==> config.mk <==
export PLATFORM = sky130hd
export DESIGN_NAME = timer_array
export DESIGN_NICKNAME = d
export VERILOG_FILES = /design/src/rtl/timer_array.sv
export SDC_FILE = /design/constraint.sdc
export NUM_CORES = 1
export LEC_CHECK = 0
export ABC_CLOCK_PERIOD_IN_PS = 3200
export BUFFER_PORTS_ARGS = -buffer_cell sky130_fd_sc_hd__buf_2
export CAP_MARGIN = 20
export CORE_ASPECT_RATIO = 1.75
export CORE_MARGIN = 2
export CORE_UTILIZATION = 55
export DETAILED_ROUTE_END_ITERATION = 10
export PLACE_DENSITY = 0.71
export SLEW_MARGIN = 20
export SYNTH_ARGS = -nofsm -noshare
export SYNTH_HDL_FRONTEND = slang
export SYNTH_SLANG_ARGS = --single-unit
==> constraint.sdc <==
create_clock -name clk -period 3.2 [get_ports clk]
set_input_delay 0.64 -clock clk [delete_from_list [all_inputs] [get_ports clk]]
set_output_delay 0.64 -clock clk [all_outputs]
set_load 0.05 [all_outputs]
==> src/rtl/timer_array.sv <==
// timer_array: NUM_CH bus-mapped down-counters (one-shot, auto-reload,
// square-wave) with sticky W1C pendings and a masked, OR-reduced IRQ.
module timer_array #(
    parameter int NUM_CH = 4,
    parameter int CNT_W  = 32
) (
    input  logic              clk,
    input  logic              reset,
    input  logic [4:0]        PrAddr,
    input  logic              Wr_en,
    input  logic [31:0]       Data_in,
    output logic [31:0]       Data_out,
    output logic              IRQ,
    output logic [NUM_CH-1:0] irq_vec,
    output logic [NUM_CH-1:0] wave_out
);
    typedef enum logic [1:0] {IDLE, LOAD, CNT} state_t;

    logic [2:0] ch;
    logic [1:0] rsel;
    logic [NUM_CH-1:0][31:0] rdat;

    assign ch   = PrAddr[4:2];
    assign rsel = PrAddr[1:0];

    for (genvar i = 0; i < NUM_CH; i++) begin : g_ch
        state_t state, state_nx;
        logic en, im;
        logic [1:0] mode;
        logic [CNT_W-1:0] preset, count;
        logic pend, wave;
        logic hit, wr_ctrl, wr_pre, wr_sts;
        logic kill, restart, evt, load, dec;
        logic oneshot, square;
        logic [31:0] rd;

        assign hit     = Wr_en && (ch == 3'(i));
        assign wr_ctrl = hit && (rsel == 2'd0);
        assign wr_pre  = hit && (rsel == 2'd1);
        assign wr_sts  = hit && (rsel == 2'd3);
        assign oneshot = (mode[1] == mode[0]);
        assign square  = (mode == 2'b10);
        assign kill    = wr_ctrl && !Data_in[0];
        assign restart = wr_pre && en;

        // Register writes take priority over a coincident count event.
        always_comb begin
            state_nx = state;
            evt      = 1'b0;
            unique case (state)
                IDLE: begin
                    if ((wr_ctrl && Data_in[0]) || restart)
                        state_nx = LOAD;
                end
                LOAD: state_nx = restart ? LOAD : CNT;
                CNT: begin
                    if (restart) begin
                        state_nx = LOAD;
                    end else if (count <= CNT_W'(1)) begin
                        evt = 1'b1;
                        if (oneshot)
                            state_nx = IDLE;
                    end
                end
                default: state_nx = IDLE;
            endcase
            if (kill) begin
                state_nx = IDLE;
                evt      = 1'b0;
            end
        end

        assign load = (state == LOAD) && (state_nx == CNT);
        assign dec  = (state == CNT) && (state_nx == CNT) && !evt;

        always_ff @(posedge clk) begin
            if (reset) begin
                state  <= IDLE;
                en     <= 1'b0;
                mode   <= 2'b00;
                im     <= 1'b0;
                preset <= '0;
                count  <= '0;
                pend   <= 1'b0;
                wave   <= 1'b0;
            end else begin
                state <= state_nx;
                if (wr_ctrl) begin
                    en   <= Data_in[0];
                    mode <= Data_in[2:1];
                    im   <= Data_in[3];
                end
                if (wr_pre)
                    preset <= Data_in[CNT_W-1:0];
                if (load)
                    count <= preset;
                else if (evt)
                    count <= oneshot ? '0 : preset;
                else if (dec)
                    count <= count - CNT_W'(1);
                // Set beats a same-cycle write-1-to-clear.
                if (evt)
                    pend <= 1'b1;
                else if (wr_sts && Data_in[0])
                    pend <= 1'b0;
                if (evt && square)
                    wave <= ~wave;
                if (evt && oneshot)
                    en <= 1'b0;
            end
        end

        always_comb begin
            unique case (rsel)
                2'd0:    rd = {28'd0, im, mode, en};
                2'd1:    rd = 32'(preset);
                2'd2:    rd = 32'(count);
                default: rd = {31'd0, pend};
            endcase
        end

        assign rdat[i]     = rd;
        assign irq_vec[i]  = pend & im;
        assign wave_out[i] = wave;
    end

    always_comb begin
        Data_out = '0;
        for (int i = 0; i < NUM_CH; i++)
            if (ch == 3'(i))
                Data_out = rdat[i];
    end

    assign IRQ = |irq_vec;
endmodule
Word level (Yosys, flattened, before mapping) --
Index checks and enable logic that the tools add are counted.
Storage, ports and cells: output and inout port bits 41, input port bits 40, word-level logic and storage cells 230, bits in registers 288
Operators by class: equal/unequal tests 26, bitwise logic cells 8, muxes and demuxes 76, magnitude comparators 4, $add $sub $neg 4, reductions and logical operators 80
Operators with widths (count):
- $mux W32 | 20
- $pmux W32 S3 | 4
- $le A32 B1 Y1 const B | 4
- $sub A32 B1 Y32 const B | 4
- $logic_and A1 B1 Y1 | 52
- $mux W2 | 24
- $eq A2 B2 Y1 const B | 14
- $mux W1 | 24
- $pmux W2 S3 | 4
- $reduce_bool A3 Y1 | 4
- $eq A2 B1 Y1 const B | 5
- $logic_not A2 Y1 | 5
- $reduce_bool A2 Y1 | 4
- $reduce_or A2 Y1 | 4
- $eq A3 B2 Y1 const B | 2
- $logic_not A1 Y1 | 5
- $and A1 B1 Y1 | 4
- $eq A1 B1 Y1 | 4
- $logic_or A1 B1 Y1 | 4
- $not A1 Y1 | 4
- $reduce_or A4 Y1 | 1
- $eq A3 B1 Y1 const B | 1
- $logic_not A3 Y1 | 1

Longest topological paths before layout --
Gate-level depths: netlist (run 1).
depth after elaboration 14, depth in mapped cells 10, depth with buffers taken out 8

Least setup slack after synthesis (run 1) --
OpenSTA, ideal clock, no wires.
path kind in2out, start point input PrAddr[3], end point output Data_out[23], cell stages on the path 5, required time 2.560 ns, data arrival time 2.910 ns, buffers on the path 2, path slack -0.350 ns, cells stage by stage clkbuf_1 > nor3_1 > clkbuf_1 > a22oi_1 > o21ai_0
Between the ends: longest elaborated chain between the ends 5, elaborated cells between the ends (all ways) 8, classes of those cells eq/ne: 3; mux: 4; reduce/logical: 1
Ends and longest elaborated chain:
- start, declared | RTL line 9 | input logic [4:0] PrAddr,
- $logic_not A3 Y1 | RTL line 130 | if (ch == 3'(i))
- $mux W32 (3 in series) | RTL line 130
- $mux W32 * | RTL line 130
- end, declared | RTL line 12 | output logic [31:0] Data_out,
Every way passes the cells marked *; elsewhere a longest branch is shown, timed or not.

Worst setup path after layout (run 1) --
start point input PrAddr[0], end point output Data_out[31]
Between the ends: longest elaborated chain between the ends 6, elaborated cells between the ends (all ways) 11, classes of those cells eq/ne: 2; mux: 8; reduce/logical: 1
Ends and longest elaborated chain:
- $eq A2 B2 Y1, or another cell as far along | RTL line 114 | unique case (rsel)
- $pmux W32 S3 | RTL line 114
- $mux W32 (3 in series) | RTL line 130
- $mux W32 * | RTL line 130
Marks and branches as above.

==> flow_summary.toml, run 1 <==
[clocking]
clk_path_buf_depth = 3
cts.sinks = 288
cts_max_level = 1
root_buffer = "clkbuf_16"
cts_buffers = 28
clock_latency_ps = 580
cts_tree = "done"
post_cts_buffers = 0
clk_pin_slew_ps = 70

[synthesis]
synth-edff-count = 0
syn_avg_cell_area_sq_um = 7.57
syn-cell-area_sq_mm = 0.0164
synth_fp_nets = 2222
yosys.cell_count.top_type = "nand2_1"
yosysTopAreaCell = "dfxtp_1"
ys_ff_latch = 288
yosys.area.top_type_share = 0.351
yosysSeqAreaShare = 0.351
synth_cells = 2170
synthTopCellsByCount = "nand2_1, dfxtp_1, a21oi_1, a22oi_1, clkbuf_1"
yosysWarnings = 0
yosys-top-cells-area = "dfxtp_1, nand2_1, a21oi_1"
synth_cell_types = 81
async_reset_ff_frac = 0
synth-main-ff-cell = "dfxtp_1"

[min_path]
worstHoldStart = "Data_in[11]"
hold_depth = 3
holdPathEnd = "g_ch[2].preset[11]"
hold_path_class = "in -> reg"

[floorplan]
fp.dieH_um = 233
ios = 81
fp.coreArea_sq_mm = 0.0294
num_rows = 83
dieArea_sq_mm = 0.0313
die_w_um = 135
start_util = 0.559

[detailed_routing]
drt_iter0_drc = 2603
drt_wl_total_um = 71900
drc = 0
vias = 18700
dr.pass1.iters = 8
ant_nets = 0
detail_route.wl_per_cell_um = 27.1
drt-vias-per-instance = 7.04

[pwr]
p_sw_mw = 2.12
pwr-share-seq = 0.464
pwr-share-comb = 0.103
irDropWorstVdd_mv = 0.444
p_leak_nw = 6.86
p_int_mw = 5.70
netSwitchingFraction = 0.271
power.density_mw_per_mm2 = 411
clockPowerShare = 0.433

[cells_and_area]
syn_to_final_growth_pct = 15.8
antennaDiodeCount = 0
n_fill_cell = 2689
nets = 2297
drive_gt1_frac = 0.157

[setup_path]
reg2reg_from = "g_ch[3].count[0]"
r2r-end = "g_ch[3].count[20]"
r2r_slack_ps = 200
cp_max_fo = 36
crit_arrival_ps = 2530
crit_path_end_kind = "primary output"
reg2reg_depth = 9
cp-start-kind = "input pin"
crit_type = "in -> out"
cp.required_ps = 2560

[grt]
grt_pass1_wl_um = 107000
grtUsageTotal = 0.449
grt_max_degree = 116
antenna_found_initial = 1
overflow = 0
first_global_vias = 17600

[sta]
fin_crit_ps = 3170
setup_tns_ps = 0
layout_setup_ws_ps = 30.3
hold_viol = 0
maxSlewViolCount = 0
tightest_slew_ps = 1060
rsz0062_at_grt = "false"
relSlewSlack = 0.293
final-setup-viol-count = 0
whs_ps = 357
clock_skew_ps = 19.9
fin_crit_sh = 0.991
fmax_mhz = 315

[placement]
dp_slack_ps = 23.3
hpwl_um = 53800
numPortBuffers = 80
finalWeightedCongestion = 1.09

[status]
outcome = "complete, no violations"

[job]
maxCapViolCount = 0
-- worst max-delay path: stages --
cell	delay, ps
buf_2	350
nor2b_4	260
buf_4	390
a22oi_1	240
o221ai_2	300
buf_2	320
-- flip-flops by register name, summed over array words and instances, names as in the netlist --
name	flops
g_ch.mode	8
g_ch.count	128
g_ch.en	4
g_ch.wave	4
g_ch.pend	4
g_ch.im	4
g_ch.preset	128
g_ch.state	8
-- power groups by stage --
| stage | clock network [mW] | registers (mW) | logic, mW |
|---|---|---|---|
| floorplan | 0 | 3.70 | 0.456 |
| global route | 3.53 | 3.63 | 0.843 |
| detailed placement | 0 | 3.71 | 0.769 |
| CTS | 3.39 | 3.63 | 0.772 |
| global placement | 0 | 3.71 | 0.761 |
| finish | 3.38 | 3.63 | 0.807 |
-- how the worst max path moves through the flow --
stage                   start          endpoint  slack, ps
global route        PrAddr[0]      Data_out[21]         20
floorplan           PrAddr[0]       Data_out[2]       -260
detailed placement  PrAddr[2]  g_ch[2].count[0]         20
global placement    PrAddr[2]  g_ch[2].count[0]        110
CTS                 PrAddr[0]      Data_out[31]        140
finish              PrAddr[0]      Data_out[31]         30
-- per-stage QoR --
stage | cell area, sq um | util | power (mW) | cells
floorplan | 16600 | - | 4.16 | 2170
global placement | 18100 | 0.616 | 4.47 | 2597
detailed placement | 18100 | 0.616 | 4.48 | 2597
CTS | 19000 | 0.647 | 7.80 | 2649
global route | 19000 | 0.647 | 8.00 | 2649
finish | 19000 | 0.647 | 7.82 | 2649
-- cell usage in the layout (no fill, tap or decap), drive strengths merged, types with 14 or more instances in the layout --
master / netlist / final
o22a: 19 / 19
nor4: 42 / 42
dfxtp: 288 / 288
nor2: 139 / 139
a32oi: 20 / 20
a31oi: 14 / 14
o221ai: 27 / 27
or4: 24 / 24
inv: 38 / 39
nand3: 40 / 40
and3: 23 / 23
nand2b: 14 / 14
o22ai: 25 / 25
nand2: 364 / 364
nor3: 75 / 75
a22oi: 163 / 163
a221oi: 17 / 17
clkbuf: 159 / 39
a211oi: 18 / 18
xor2: 25 / 25
or3: 20 / 20
a21oi: 274 / 274
buf: 28 / 231
xnor2: 36 / 36
o21ai: 62 / 62
-- kinds of logic after synthesis --
family,Yosys count,synth area share
buffers and inverters,226,0.0554
adder cells (fa/ha/maj),12,0.00914
multiplexers,17,0.0134
XOR/XNOR,61,0.0325
AO/OA/AOI/OAI,749,0.304
AND/OR/NAND/NOR,817,0.235
flip-flops,288,0.351
-- layer usage --
metal	part of all wire	vias up	global-route usage
met1	0.33	8875	0.492
met2	0.48	1234	0.765
met3	0.089	357	0.0699
li1	-	8193	-
met5	0.00015	-	0
met4	0.094	2	0.352
-- cell type report --
type                            count  area [sq um]  area share
Timing Repair Buffer              232          1740      0.0914
Sequential cell                   288          5770       0.303
Clock inverter                     14           118     0.00618
Inverter                           39           146     0.00770
Tap cell                          382           478      0.0251
Clock buffer                       38           800      0.0420
Multi-Input combinational cell   1656          9980       0.525
-- repair_timing --
item | in CTS | in global routing
resized for setup | 0 | 1
endpoints found under the setup margin | 0 | 1
hold buffers | 0 | 0
endpoints found under the hold margin | 0 | 0
Power figures use the tool's default switching activity.
==> inputs of run 2 (changes only) <==
==> constraint.sdc (replaced) <==
create_clock -name clk -period 3.2 [get_ports clk]
set_input_delay 0 -clock clk [delete_from_list [all_inputs] [get_ports clk]]
set_output_delay 0 -clock clk [all_outputs]
set_load 0.05 [all_outputs]
==> flow_summary.toml, run 2 (synthesis results as in run 1) <==
[setup_path]
cp_max_fo = 8
path_cells = "nor4_1 -> nand4_1 -> or4_1 -> nand3_2 -> o22ai_1 -> a221o_1"
r2r_slack_ps = 140
cp.required_ps = 3680
crit_arrival_ps = 3530
r2r-end = "g_ch[1].count[17]"
reg2reg_from = "g_ch[1].count[22]"
cp-start-kind = "register"
critPathSlowestCell = "or4_1"
critPathTopFamily = "simple AND/OR/NAND/NOR gates"
reg2reg_depth = 6
crit_type = "reg -> reg"
crit_path_end_kind = "register"
cp_slowest_stage_delay_ps = 790
critical_path_buf_inv_count = 0

[cells_and_area]
drive_gt1_frac = 0.115
final_area_sq_mm = 0.0187
top_regs = "g_ch.count: 128 flops, g_ch.preset: 128 flops"
final_cell_mix = "nand2_1, dfxtp_1, a21oi_1"
nets = 2260
final_common_cell = "nand2_1"
syn_to_final_growth_pct = 13.6
utilization = 0.635

[sta]
rsz0062_at_grt = "false"
hold_viol = 0
fin_crit_sh = 0.955
tightest_slew_ps = 1110
layout_setup_ws_ps = 144
final-setup-viol-count = 0
setup_tns_ps = 0
fin_crit_ps = 3060
maxSlewViolCount = 0
fmax_mhz = 327
relSlewSlack = 0.262
clock_skew_ps = 19.9
whs_ps = 56.7

[min_path]
worstHoldStart = "Wr_en"
hold_depth = 5
holdPathEnd = "g_ch[3].im"
hold_path_class = "in -> reg"

[detailed_routing]
drt_wl_total_um = 68700
drt-vias-per-instance = 6.86
drc = 0
drt_iter0_drc = 2255
vias = 17900
detail_route.wl_per_cell_um = 26.3
dr.pass1.iters = 9
ant_nets = 0

[floorplan]
start_util = 0.559
fp.coreArea_sq_mm = 0.0294
num_rows = 83
fp.dieH_um = 233
dieArea_sq_mm = 0.0313
ios = 81
die_w_um = 135

[clocking]
clk_path_buf_depth = 3
post_cts_buffers = 0
cts_tree = "done"
cts_max_level = 1
clk_pin_slew_ps = 70
ctsHoldBuffers = 36
cts.sinks = 288
postCtsResizedCells = 0
clock_latency_ps = 590
cts_buffers = 28
root_buffer = "clkbuf_16"

[status]
outcome = "complete, no violations"

[grt]
first_global_vias = 16900
grt_pass1_wl_um = 103000
grtUsageTotal = 0.434
overflow = 0
antenna_found_initial = 1
grt_max_degree = 186

[pwr]
irDropWorstVdd_mv = 0.431
power.density_mw_per_mm2 = 442
p_leak_nw = 6.66

[placement]
hpwl_um = 48200
dpl_cell_area_sq_mm = 0.0172
dp_slack_ps = 299
finalWeightedCongestion = 1.06
numPortBuffers = 80

[job]
maxCapViolCount = 0
==> run 2: metal layers <==
metal / GRT usage / share of wire
met5: 0 / 0.00023
met4: 0.342 / 0.099
met3: 0.0854 / 0.095
met2: 0.688 / 0.45
met1: 0.509 / 0.35
==> run 2: area by class of cell <==
| type | count | area, sq um |
|---|---|---|
| fillers | 2659 | 10700 |
| well taps | 382 | 478 |
| clock buffers | 40 | 837 |
| diodes | 2 | 5.00 |
| repair buffers | 195 | 1400 |
| clock inverters | 12 | 213 |
| inverters | 39 | 146 |
| multi-input cells | 1656 | 9810 |
| flip-flops and latches | 288 | 5770 |
==> run 2: per-stage QoR <==
step / std cells / total power [mW]
floorplan: 2170 / 4.15
global placement: 2524 / 4.42
detailed placement: 2524 / 4.42
CTS: 2612 / 8.23
global route: 2612 / 8.44
finish: 2614 / 8.24
==> run 2: worst max-delay path by stage <==
| stage | start | end | cells after the start |
|---|---|---|---|
| final | g_ch[1].count[22] | g_ch[1].count[17] | 6 |
| after global routing | g_ch[1].count[22] | g_ch[1].count[6] | 6 |
| after CTS | g_ch[3].count[0] | g_ch[3].count[30] | 9 |
| after detailed placement | g_ch[3].count[0] | g_ch[3].count[30] | 9 |
| after global placement | g_ch[3].count[0] | g_ch[3].count[30] | 9 |
| after floorplan | g_ch[3].count[0] | g_ch[3].count[28] | 10 |
==> run 2: power by group <==
group          internal [mW]  switching (mW)
clock                   2.30            1.53
sequential              3.60          0.0264
combinational          0.237           0.543
==> run 2: worst reg2reg max path: cells and delay by family, from the launching register on <==
| kind | cells | cell delay [ps] |
|---|---|---|
| AND/OR/NAND/NOR | 4 | 2130 |
| AO/OA/AOI/OAI | 2 | 440 |
| flip-flops | 1 | 390 |
